==> src/rtl/dynamic_priority_requester.sv <==
// Requester-side front end for the dynamic-priority round-robin arbiter: queues per-client
// requests, drives req/prt, consumes grant/valid. Define DPR_AGING_EN to build priority aging.
module dynamic_priority_requester #(
    parameter int unsigned N          = 4,
    parameter int unsigned LN         = $clog2(N),
    parameter int unsigned DEPTH      = 4,
    parameter int unsigned AGE_PERIOD = 8
) (
    input  logic              clk,
    input  logic              rst,
    input  logic              clk_en,
    input  logic [N-1:0]      new_req,
    input  logic [LN-1:0]     base_prt [N-1:0],
    input  logic [LN-1:0]     grant,
    input  logic              valid,
    output logic [N-1:0]      req,
    output logic [LN-1:0]     prt [N-1:0],
    output logic [N-1:0]      ack,
    output logic [N-1:0]      overflow
);

    localparam int unsigned CW = $clog2(DEPTH + 1);

    logic [CW-1:0] cnt_q      [N-1:0];
    logic [CW-1:0] cnt_d      [N-1:0];
    logic [LN-1:0] prt_d      [N-1:0];
    logic [N-1:0]  req_d;
    logic [N-1:0]  ack_d;
    logic [N-1:0]  overflow_d;
    logic [N-1:0]  take;
    logic [N-1:0]  full;

`ifdef DPR_AGING_EN
    localparam int unsigned AW = (AGE_PERIOD > 1) ? $clog2(AGE_PERIOD) : 1;

    logic [AW-1:0] age_q [N-1:0];
    logic [AW-1:0] age_d [N-1:0];
`endif

    // Next-state for every client; everything holds when clk_en is low.
    always_comb begin
        cnt_d      = cnt_q;
        prt_d      = prt;
        req_d      = req;
        ack_d      = ack;
        overflow_d = overflow;
        take       = '0;
        full       = '0;
`ifdef DPR_AGING_EN
        age_d      = age_q;
`endif
        if (clk_en) begin
            for (int i = 0; i < int'(N); i++) begin
                take[i]       = valid && (grant == LN'(i)) && req[i];
                full[i]       = (cnt_q[i] == CW'(DEPTH));
                ack_d[i]      = take[i];
                overflow_d[i] = new_req[i] && !take[i] && full[i];

                // A grant and a new request in the same cycle cancel out.
                if (take[i] && !new_req[i]) begin
                    cnt_d[i] = cnt_q[i] - CW'(1);
                end else if (!take[i] && new_req[i] && !full[i]) begin
                    cnt_d[i] = cnt_q[i] + CW'(1);
                end
                req_d[i] = (cnt_d[i] != '0);

`ifdef DPR_AGING_EN
                if (!req[i] || take[i]) begin
                    prt_d[i] = base_prt[i];
                    age_d[i] = '0;
                end else if (age_q[i] == AW'(AGE_PERIOD - 1)) begin
                    age_d[i] = '0;
                    if (prt[i] != '0) begin
                        prt_d[i] = prt[i] - LN'(1);
                    end
                end else begin
                    age_d[i] = age_q[i] + AW'(1);
                end
`else
                prt_d[i] = base_prt[i];
`endif
            end
        end
    end

    // State and output registers.
    always_ff @(posedge clk) begin
        if (rst) begin
            req      <= '0;
            ack      <= '0;
            overflow <= '0;
            for (int i = 0; i < int'(N); i++) begin
                cnt_q[i] <= '0;
                prt[i]   <= LN'(N - 1);
`ifdef DPR_AGING_EN
                age_q[i] <= '0;
`endif
            end
        end else begin
            req      <= req_d;
            ack      <= ack_d;
            overflow <= overflow_d;
            for (int i = 0; i < int'(N); i++) begin
                cnt_q[i] <= cnt_d[i];
                prt[i]   <= prt_d[i];
`ifdef DPR_AGING_EN
                age_q[i] <= age_d[i];
`endif
            end
        end
    end

endmodule

==> config.mk <==
export PLATFORM = sky130hd
export DESIGN_NAME = dynamic_priority_requester
export DESIGN_NICKNAME = d
export VERILOG_FILES = /design/src/rtl/dynamic_priority_requester.sv
export SDC_FILE = /design/constraint.sdc
export NUM_CORES = 1
export LEC_CHECK = 0
export CAP_MARGIN = 20
export CORE_ASPECT_RATIO = 0.8
export CORE_MARGIN = 4
export CORE_UTILIZATION = 44
export CTS_BUF_LIST = sky130_fd_sc_hd__clkbuf_2
export DETAILED_ROUTE_END_ITERATION = 10
export PLACE_DENSITY_LB_ADDON = 0.1
export SLEW_MARGIN = 20
export SYNTH_ARGS = -nofsm -noshare
export SYNTH_HDL_FRONTEND = slang
export SYNTH_SLANG_ARGS = --single-unit
==> constraint.sdc <==
create_clock -name clk -period 1.82 [get_ports clk]
set_clock_uncertainty 0.05 [all_clocks]
set_input_delay 0.455 -clock clk [delete_from_list [all_inputs] [get_ports clk]]
set_output_delay 0.455 -clock clk [all_outputs]
set_load 0.02 [all_outputs]
==> results.yml <==
status:
  status: "finished clean"
detailed_routing:
  drt_iter0_drc: 65
  drcViolationCount: 0
  wl_per_cell_um: 12.5
  routed_wl_um: 4120
  ant_nets: 0
  via_per_inst: 5.08
  vias: 1670
  dr.pass1.iters: 4
clocking:
  cts_buffer_depth: 2
  clkSinkCount: 32
  numCtsBuffers: 5
  clkTransAtPathRegs_ps: 170
  h-tree-depth: 2
  worstSkewPairLatency_ps: 370
  root_buffer: "clkbuf_2"
  cts_tree: "done"
die:
  ioPinCount: 38
  rows: 21
  dieHeight_um: 66.8
  die_w_um: 81.5
  core_um2: 4180
  initial_core_util: 0.455
  die_area_um2: 5440
sta:
  rsz0062_at_grt: "no"
  relSlewSlack: 0.802
  whs_ps: 423
  max_slew.worst_pin.slew_ps: 294
  hold_violations: 0
  finalSetupViolations: 0
  setup_ws_ps: 45.4
  min_period_over_period: 0.975
  min_period_ps: 1770
  fmax_ghz: 0.564
  maxSlewViolCount: 0
worst_setup_path:
  crit_fanout: 5
  r2r_cells: 7
  start_kind: "input port"
  reg2reg_setup_slack_ps: 90
  arrival_ps: 2030
  regToRegStartpoint: "cnt_q[3]"
  cp_data_required_time_ps: 2070
  worst_r2r_endpoint: "req[1]"
  crit_path_end_kind: "register"
  critical_path_class: "in -> reg"
global_route:
  grt_pass1_wl_um: 6940
  antenna_found_initial: 0
  grt_pass1_vias: 1511
  grt_usage: 0.166
  grt_max_degree: 33
  grt-ovfl-total: 0
hold_path:
  min_to: "cnt_q[0]"
  hold_class: "reg -> reg"
  min_from: "cnt_q[0]"
  min_path_cells: 2
logic_synthesis:
  synth-compound-area-share: 0.160
  synth_xor_xnor_area_share: 0.0277
  synth_top_family_by_area: "simple AND/OR/NAND/NOR gates"
  synth_nets: 245
  ys_seq_area_frac: 0.337
  ys_ff_latch: 32
  synth_area_um2: 1900
  yosys.area_share.adder: 0.0791
  yosys.area_share.simple: 0.213
  synthCells: 215
  muxShareOfSynthArea: 0.138
  synth_warnings: 0
  synth.distinct_cells: 39
  avgSynthCellArea_um2: 8.83
power:
  leakagePower_nw: 1.10
  p_per_area_nw_per_um2: 596
  ir_worst_vdd_uv: 336
  power_mw: 1.51
layout:
  n_antenna_cell: 0
  final_common_cell: "dfxtp_1"
  finalNonFillerCells: 329
  nets: 301
  stdcell_area_um2: 2530
  fillers: 375
  layout_common_cells: "30 x dfxtp_1, 25 x nor2_1, 23 x dlygate4sd2_1"
  multi_input_area_um2: 1190
  area_delta_synth_final_pct: 33.1
  seq_area_um2: 643
  drive_gt1_frac: 0.176
place:
  hpwl_um: 3010
  dp_slack_ps: -570
  dpl_cell_area_um2: 2480
  gp_congestion: 0.811
  dp.cells: 319
  port_buffers: 37
job:
  maxCapViolCount: 0
==> cells in the mapped netlist (all sizes together) <==
cell      n  area share
a211o     8       0.037
nand2    16       0.032
nor2     25       0.049
a21bo     2       0.011
nand4b    2      0.0092
clkbuf    8       0.016
a31oi     4       0.013
nand3b    2      0.0079
nand2b    6       0.020
a21oi     8       0.021
nand4bb   1      0.0059
and2      2      0.0066
mux2i    19        0.10
and4      1      0.0053
ha       12       0.079
xnor2     6       0.028
and4bb    1      0.0066
nor4      1      0.0033
a22oi     2      0.0079
inv      12       0.024
and4b     3       0.018
dfxtp    32        0.34
o32a      1      0.0053
mux2      6       0.038
nand4     3      0.0099
a311oi    2      0.0092
nand3     2      0.0053
o22ai     1      0.0033
a2bb2oi   2      0.0092
nor3      3      0.0079
buf       2      0.0053
a21boi    2      0.0079
a211oi    5       0.022
o21ai     5       0.013
nor2b     8       0.026
==> worst max path at each step <==
| stage | startpoint | to | slack [ps] | cells past startpoint |
|---|---|---|---|---|
| floorplan | grant[1] | req[1] | 80 | 5 |
| global placement | grant[1] | req[1] | -500 | 6 |
| CTS | cnt_q[4] | req[1] | 20 | 7 |
| detailed placement | valid | req[2] | -570 | 6 |
| finish | new_req[1] | req[1] | 50 | 6 |
| global route | cnt_q[3] | req[1] | 10 | 7 |
==> area by class of cell <==
| cell class | instances | area share |
|---|---|---|
| timing repair buffer | 59 | 0.213 |
| inverter | 12 | 0.0178 |
| tap | 57 | 0.0282 |
| sequential | 32 | 0.254 |
| multi-input combinational | 161 | 0.471 |
| clock buffer | 7 | 0.0139 |
| clock inverter | 1 | 0.00149 |
==> metal layers <==
layer  global-route usage  share of wire
met1                0.231           0.51
met2                0.241           0.45
met3               0.0378          0.028
met4               0.0738          0.016
met5                    0              0
==> registers in the layout (all words and copies together) (netlist names) <==
| name | cells |
|---|---|
| req | 4 |
| overflow | 4 |
| cnt_q | 12 |
| prt | 8 |
| ack | 4 |
==> metrics by stage <==
stage                      util  TNS (ps)
final                     0.605         0
after global routing      0.605         0
after CTS                 0.599         0
after detailed placement  0.594     -5980
after global placement    0.594     -5230
after floorplan               -         0
==> report_power, final <==
| part | leakage [nW] | switching, mW | internal [mW] |
|---|---|---|---|
| registers | 0.264 | 0.0267 | 0.740 |
| logic | 0.802 | 0.198 | 0.200 |
| clock network | 0.0306 | 0.239 | 0.103 |
==> worst max-delay path, cell delays in order <==
cell and delay (ps):
clkdlybuf4s50_1 500, nand2b_1 230, mux2_4 270, a211oi_2 250, nor2_1 80, a311oi_1 240
==> logic make-up (layout without fill, tap and decap cells) <==
family                     after synthesis  count (layout)
and+or+nand+nor                         76              76
muxes                                   25              25
adders and majority gates               12              12
AOI/OAI and AO/OA                       42              42
DFF                                     32              32
xor gates and xnor gates                 6               6
buffers and inverters                   22              79
==> what timing repair did <==
| item | CTS | global route |
|---|---|---|
| buffers inserted | 1 | 1 |
| cloned | 0 | 0 |
| gates resized for setup | 23 | 6 |
| hold buffers | 0 | 0 |
| endpoints found under the setup margin | 24 | 4 |
| endpoints found under the hold margin | 0 | 0 |
Note: power is estimated with default switching activity, not from simulation.
